$ cat config.mk
export PLATFORM = sky130hd
export DESIGN_NAME = sdram_sort_engine
export DESIGN_NICKNAME = d
export VERILOG_FILES = /design/src/rtl/sdram_sort_pkg.sv /design/src/rtl/sort_insert_array.sv /design/src/rtl/sdram_sort_engine.sv
export SDC_FILE = /design/constraint.sdc
export NUM_CORES = 2
export LEC_CHECK = 0
export BUFFER_PORTS_ARGS = -buffer_cell sky130_fd_sc_hd__buf_4
export CAP_MARGIN = 15
export CORE_MARGIN = 1.5
export CORE_UTILIZATION = 60
export CTS_CLUSTER_DIAMETER = 40
export CTS_CLUSTER_SIZE = 40
export DETAILED_ROUTE_END_ITERATION = 12
export GPL_ROUTABILITY_DRIVEN = 0
export PLACE_DENSITY = 0.82
export SYNTH_ARGS = -nofsm -noshare
export SYNTH_HDL_FRONTEND = slang
export SYNTH_HIERARCHICAL = 1
export SYNTH_SLANG_ARGS = --single-unit
export TNS_END_PERCENT = 50
$ cat constraint.sdc
create_clock -name clk -period 5 [get_ports clk]
set_clock_uncertainty 0.2 [all_clocks]
set_input_delay 1 -clock clk [delete_from_list [all_inputs] [get_ports clk]]
set_output_delay 1 -clock clk [all_outputs]
set_load 0.02 [all_outputs]
$ cat src/rtl/sdram_sort_pkg.sv
// sdram_sort_pkg: FSM state codes and sort-order constants shared by the sort engine files
package sdram_sort_pkg;
  localparam logic [2:0] IDLE  = 3'd0;
  localparam logic [2:0] READ  = 3'd1;
  localparam logic [2:0] DRAIN = 3'd2;
  localparam logic [2:0] WRITE = 3'd3;
  localparam logic [2:0] DONE  = 3'd4;
  localparam logic ORDER_ASC  = 1'b0;
  localparam logic ORDER_DESC = 1'b1;
endpackage

$ cat src/rtl/sort_insert_array.sv
// sort_insert_array: stable insertion-sort register array (clear, ins_valid/ins_data/descending in; rd_idx in, rd_data out)
module sort_insert_array
  import sdram_sort_pkg::*;
#(
  parameter int DATA_W  = 16,
  parameter int MAX_LEN = 32
) (
  input  logic                       clk,
  input  logic                       clear,
  input  logic                       ins_valid,
  input  logic [DATA_W-1:0]          ins_data,
  input  logic                       descending,
  input  logic [$clog2(MAX_LEN)-1:0] rd_idx,
  output logic [DATA_W-1:0]          rd_data
);
  logic [DATA_W-1:0] data [MAX_LEN];
  logic [DATA_W-1:0] prev_data [MAX_LEN];
  logic [MAX_LEN-1:0] valid, take, shift;
  always_comb begin
    prev_data[0] = ins_data;
    for (int i = 1; i < MAX_LEN; i++) prev_data[i] = data[i-1];
    for (int i = 0; i < MAX_LEN; i++)
      take[i] = !valid[i] || (descending == ORDER_DESC ? ins_data > data[i] : ins_data < data[i]);
  end
  // take is monotonic over a sorted array, so an entry whose predecessor also takes shifts down
  assign shift = {take[MAX_LEN-2:0], 1'b0};
  assign rd_data = data[rd_idx];
  always_ff @(posedge clk) begin
    if (clear) valid <= '0;
    else if (ins_valid) valid <= valid | {valid[MAX_LEN-2:0], 1'b1};
    if (ins_valid)
      for (int i = 0; i < MAX_LEN; i++)
        if (take[i]) data[i] <= shift[i] ? prev_data[i] : ins_data;
  end
endmodule

$ cat src/rtl/sdram_sort_engine.sv
// sdram_sort_engine: Avalon-MM master reading length words at src_base, insertion-sorting them, writing them to dst_base (start/length/bases in; busy/done/error/min/max out)
module sdram_sort_engine
  import sdram_sort_pkg::*;
#(
  parameter int DATA_W      = 16,
  parameter int ADDR_W      = 32,
  parameter int MAX_LEN     = 32,
  parameter int LEN_W       = 6,
  parameter int ADDR_STRIDE = 1
) (
  input  logic                clk,
  input  logic                reset_n,
  input  logic                waitrequest,
  input  logic                readdatavalid,
  input  logic [DATA_W-1:0]   readdata,
  output logic                read_n,
  output logic                write_n,
  output logic                chipselect,
  output logic [ADDR_W-1:0]   address,
  output logic [DATA_W/8-1:0] byteenable,
  output logic [DATA_W-1:0]   writedata,
  input  logic                start,
  input  logic                descending,
  input  logic [ADDR_W-1:0]   src_base,
  input  logic [ADDR_W-1:0]   dst_base,
  input  logic [LEN_W-1:0]    length,
  output logic                busy,
  output logic                done,
  output logic                error,
  output logic [DATA_W-1:0]   min_val,
  output logic [DATA_W-1:0]   max_val
);
  localparam int IDX_W = $clog2(MAX_LEN);
  logic [2:0] state;
  logic desc_r, run_ok, acc;
  logic [ADDR_W-1:0] dst_r;
  logic [LEN_W-1:0] len_r, rd_issued, rx_cnt, wr_idx;
  logic [IDX_W-1:0] rd_idx;
  logic [DATA_W-1:0] sorted;
  assign run_ok = length != '0 && length <= LEN_W'(MAX_LEN);
  assign acc = readdatavalid && (state == READ || state == DRAIN);
  // the read port looks one entry ahead so writedata is ready when the current beat is accepted
  assign rd_idx = state == WRITE ? IDX_W'(wr_idx + 1'b1) : '0;
  assign chipselect = !read_n || !write_n;
  assign byteenable = '1;
  assign busy = state == READ || state == DRAIN || state == WRITE;
  assign done = state == DONE;
  sort_insert_array #(.DATA_W(DATA_W), .MAX_LEN(MAX_LEN)) u_sort (
    .clk(clk),
    .clear(!reset_n || (state == IDLE && start && run_ok)),
    .ins_valid(acc),
    .ins_data(readdata),
    .descending(desc_r),
    .rd_idx(rd_idx),
    .rd_data(sorted)
  );
  always_ff @(posedge clk) begin
    if (!reset_n) begin
      state <= IDLE;
      read_n <= 1'b1;
      write_n <= 1'b1;
      address <= '0;
      writedata <= '0;
      error <= 1'b0;
      min_val <= '1;
      max_val <= '0;
      desc_r <= 1'b0;
      dst_r <= '0;
      len_r <= '0;
      rd_issued <= '0;
      rx_cnt <= '0;
      wr_idx <= '0;
    end else begin
      case (state)
        IDLE: if (start) begin
          desc_r <= descending;
          dst_r <= dst_base;
          len_r <= length;
          rd_issued <= '0;
          rx_cnt <= '0;
          wr_idx <= '0;
          min_val <= '1;
          max_val <= '0;
          if (run_ok) begin
            state <= READ;
            read_n <= 1'b0;
            address <= src_base;
          end else begin
            state <= DONE;
            error <= length != '0;
          end
        end
        READ: if (!waitrequest) begin
          rd_issued <= rd_issued + 1'b1;
          if (rd_issued == len_r - 1'b1) begin
            read_n <= 1'b1;
            state <= DRAIN;
          end else address <= address + ADDR_W'(ADDR_STRIDE);
        end
        DRAIN: if (rx_cnt == len_r) begin
          state <= WRITE;
          write_n <= 1'b0;
          address <= dst_r;
          writedata <= sorted;
        end
        WRITE: if (!waitrequest) begin
          if (wr_idx == len_r - 1'b1) begin
            write_n <= 1'b1;
            state <= DONE;
          end else begin
            wr_idx <= wr_idx + 1'b1;
            address <= address + ADDR_W'(ADDR_STRIDE);
            writedata <= sorted;
          end
        end
        DONE: if (!start) begin
          state <= IDLE;
          error <= 1'b0;
        end
        default: state <= IDLE;
      endcase
      if (acc) begin
        rx_cnt <= rx_cnt + 1'b1;
        if (readdata < min_val) min_val <= readdata;
        if (readdata > max_val) max_val <= readdata;
      end
    end
  end
endmodule

==> summary.txt <==
STA
  – Max Freq: 250 MHz
  – Fin Setup TNS: 0 ns
  – Final setup fails: 0
  – Worst slew pin tran: 1.19 ns
  – Period minus WS final: 4.00 ns
  – Hold Violations, Final: 0
  – Hold WS: approximately 0.26 ns
  – Worst rel slew slack: 20.6%
  – RSZ-0062 raised after global routing: false
  – Slew Viols, Final: 0
  – Slack of the critical path: 1.00 ns
  – Fin crit share: 79.9%

Clock tree
  – CTS Hold Buffers Added: 0
  – Root buffer selected by CTS: clkbuf_16
  – Total CTS buffers: 113
  – CTS tree: yes
  – CTS Buffer Depth: 3
  – Setup bufs post-CTS: 0
  – Htree depth: 3
  – Worst-Skew Late Latency: roughly 0.72 ns
  – CTS resizes: 0
  – Num Clock Sinks: 687
  – Clk slew on worst S/H paths: 0.06 ns

Routing
  – Antenna Nets Post-Route: 0
  – DR pass1 iterations: 7
  – DRT iter0 DRCs: 6582
  – Wire length per cell: 25.3 microns
  – Drt total wl: 180000 microns
  – Via count: 49100
  – Vias/cell: 6.91
  – # DRC: 0

Global routing
  – Met1 Use GR: 45.6%
  – Initial antenna violation count: 2
  – Global Route Usage Sum: 36.9%
  – Largest net degree at the start of global routing: 168
  – Total congestion overflow: 0
  – GR Layer Usage met2: a little under three fifths
  – Met3 Track Usage GR: 9.06%
  – First-pass GRT wire length: 274000 microns
  – Gr busiest metal: met2
  – Vias in the first global route: between 40000 and 50000

Die
  – Die width: 310 microns
  – Die area: ~0.096 sq mm
  – Initial core utilization: 60.5%
  – Die height: 310 microns
  – Core area: a little over 0.09 sq mm
  – Ports: 180
  – Row count: 112

Logic synthesis
  – Top FF cell, synth: edfxtp_1
  – FFs w/ async S/R, synth: 0%
  – Cell Area, Synth: around 0.056 sq mm
  – YS warnings: 6
  – Avg Inst Size Synth: 10.0 sq um
  – Count of cell types in the netlist: 75
  – Register bit total from synthesis: 687
  – Cells after synthesis: 5626
  – Seq/Total Area, Yosys: 33.5%
  – Post-synth EDFFs: 512

Setup path
  – Worst path cell trace: inv_1 -> nor2_1 -> nand2_1 -> nor2_4 -> buf_12 -> mux4_2 -> mux4_2 -> mux2_2 -> mux2i_1 -> nor2b_1
  – Critical path's top delay family: multiplexers
  – Crit start category: flip-flop
  – CP max-delay cell: nor2_4
  – Largest stage delay, worst path: roughly 0.63 ns
  – Crit path max fanout: 38
  – Crit. End Element: flip-flop
  – Buffers & Inverters on Critical Path: 2
  – Critical Path AT: 4.38 ns
  – Top cell by count, worst path: mux4_2
  – Worst Path Required: between 5 and 6 ns
  – Crit path kind: flip-flop to flip-flop

Power and ir drop
  – Combinational power share: 17.9%
  – Internal Power: approximately 13 mW
  – PwrDens: approximately 280 mW/mm^2
  – Max rail drop VDD: 0.312 mV
  – P_leak: 27.3 nW
  – Seq pwr share: 37.9%
  – Psw: about 5.3 mW
  – Clk pwr share: 44.2%
  – Switching share of power: roughly 29%

Final layout
  – Cell area after layout: ~0.064 sq mm
  – Fin nets: 6391
  – Area delta synth->final: 12.6%
  – Diode count: 0
  – Final core utilization: 68.2%
  – Commonest non-fill, non-tap cell in the layout: ha_1
  – Layout cells sized above 1: 17.5%
  – Most frequent cells in the layout: ha_1, inv_1, edfxtp_1, nand3_1, buf_4
  – Fillers: between 6000 and 7000

Placement
  – Buffers on Ports: around 180
  – Pre-CTS setup slack: about 0.53 ns
  – Placed cell area: 0.0596 sq mm
  – Dpl hpwl: 123000 microns

Flow run
  – Max_cap viols: 0

Worst hold path
  – Worst hold path class: flip-flop to flip-flop

Outcome
  – Status: completed
-- cell families after synthesis --
logic type	synth area share, %
AOI/OAI and AO/OA	16.8
xor gates and xnor gates	0.475
adders and majority gates	12.2
buffers and inverters	6.74
DFF	33.5
muxes	17.1
other	0.00665
and+or+nand+nor	13.2
-- power by group through the flow --
stage	Combinational [mW]	Clock, mW	Sequential [mW]
2_1_floorplan	2.16	0	6.81
3_3_place_gp	2.99	0	6.93
3_5_place_dp	3.13	0	6.94
4_1_cts	3.17	8.03	6.83
5_1_grt	3.50	8.27	6.86
6_report	3.24	8.00	6.85
-- layout make-up --
type                            instances  area (sq um)  share of cell area (%)
Clock buffer                          145          3170                    4.99
Clock inverter                         68           718                    1.13
Inverter                              553          2080                    3.27
Multi-Input combinational cell       4010         33800                    53.3
Sequential cell                       687         18900                    29.7
Tap cell                             1254          1570                    2.47
Timing Repair Buffer                  386          3260                    5.14
-- through the flow --
step,instances,power (mW)
CTS,7102,18.0
global route,7103,18.6
finish,7103,18.1
floorplan,5627,8.97
global placement,6889,9.92
detailed placement,6889,10.1
-- synthesized netlist by cell type, drive strengths merged (12+ instances only) --
cell type	count	area, sq um
o21ai	137	689
a22o	306	2680
a22oi	12	90.1
inv	535	2010
a21boi	44	330
or4	29	221
a221o	14	140
nand2b	293	1830
o21a	18	135
nor2	131	492
nor3	78	395
buf	116	748
mux2i	324	3250
a21oi	267	1340
and2	24	150
o211ai	53	591
a211oi	17	128
nor2b	60	375
a21o	68	510
clkinv	18	67.6
nand4	114	713
nand2	297	1120
clkbuf	261	980
nand3	377	1890
a211o	274	2400
dfxtp	175	3500
ha	548	6860
a2111oi	15	148
mux2	242	2760
xor2	20	175
edfxtp	512	15400
nor4	12	100
mux4	160	3600
-- path summary, 6_finish.rpt --
path	from	endpoint	slack, ns	depth (start not counted)
max	state[0]	writedata[0]	1.00	10
min	dst_r[19]	dst_r[19]	0.26	2
max reg2reg	state[0]	writedata[0]	1.00	10
min reg2reg	dst_r[19]	dst_r[19]	0.26	2
-- sequential cells by signal, indices dropped and copies added (netlist names) --
register	cells
writedata	16
min_val	16
address	32
len_r	6
rx_cnt	6
state	3
u_sort/data	512
desc_r	1
max_val	16
rd_issued	6
read_n	1
dst_r	32
error	1
u_sort/valid	32
wr_idx	6
write_n	1
-- layer usage --
metal	vias up	part of all wire (%)	wire [microns]
li1	21422	-	-
met3	821	12	21400
met2	3304	44	79900
met4	4	7.9	14200
met1	23549	36	64300
met5	-	0.013	24
-- worst register-to-register path, cell delays in order (launching register included) --
cell and delay [ns]:
dfxtp_1 0.32, inv_1 0.12, nor2_1 0.15, nand2_1 0.27
nor2_4 0.63, buf_12 0.38, mux4_2 0.65, mux4_2 0.56
mux2_2 0.38, mux2i_1 0.15, nor2b_1 0.07
No activity file was read; power rests on OpenSTA's default activity.
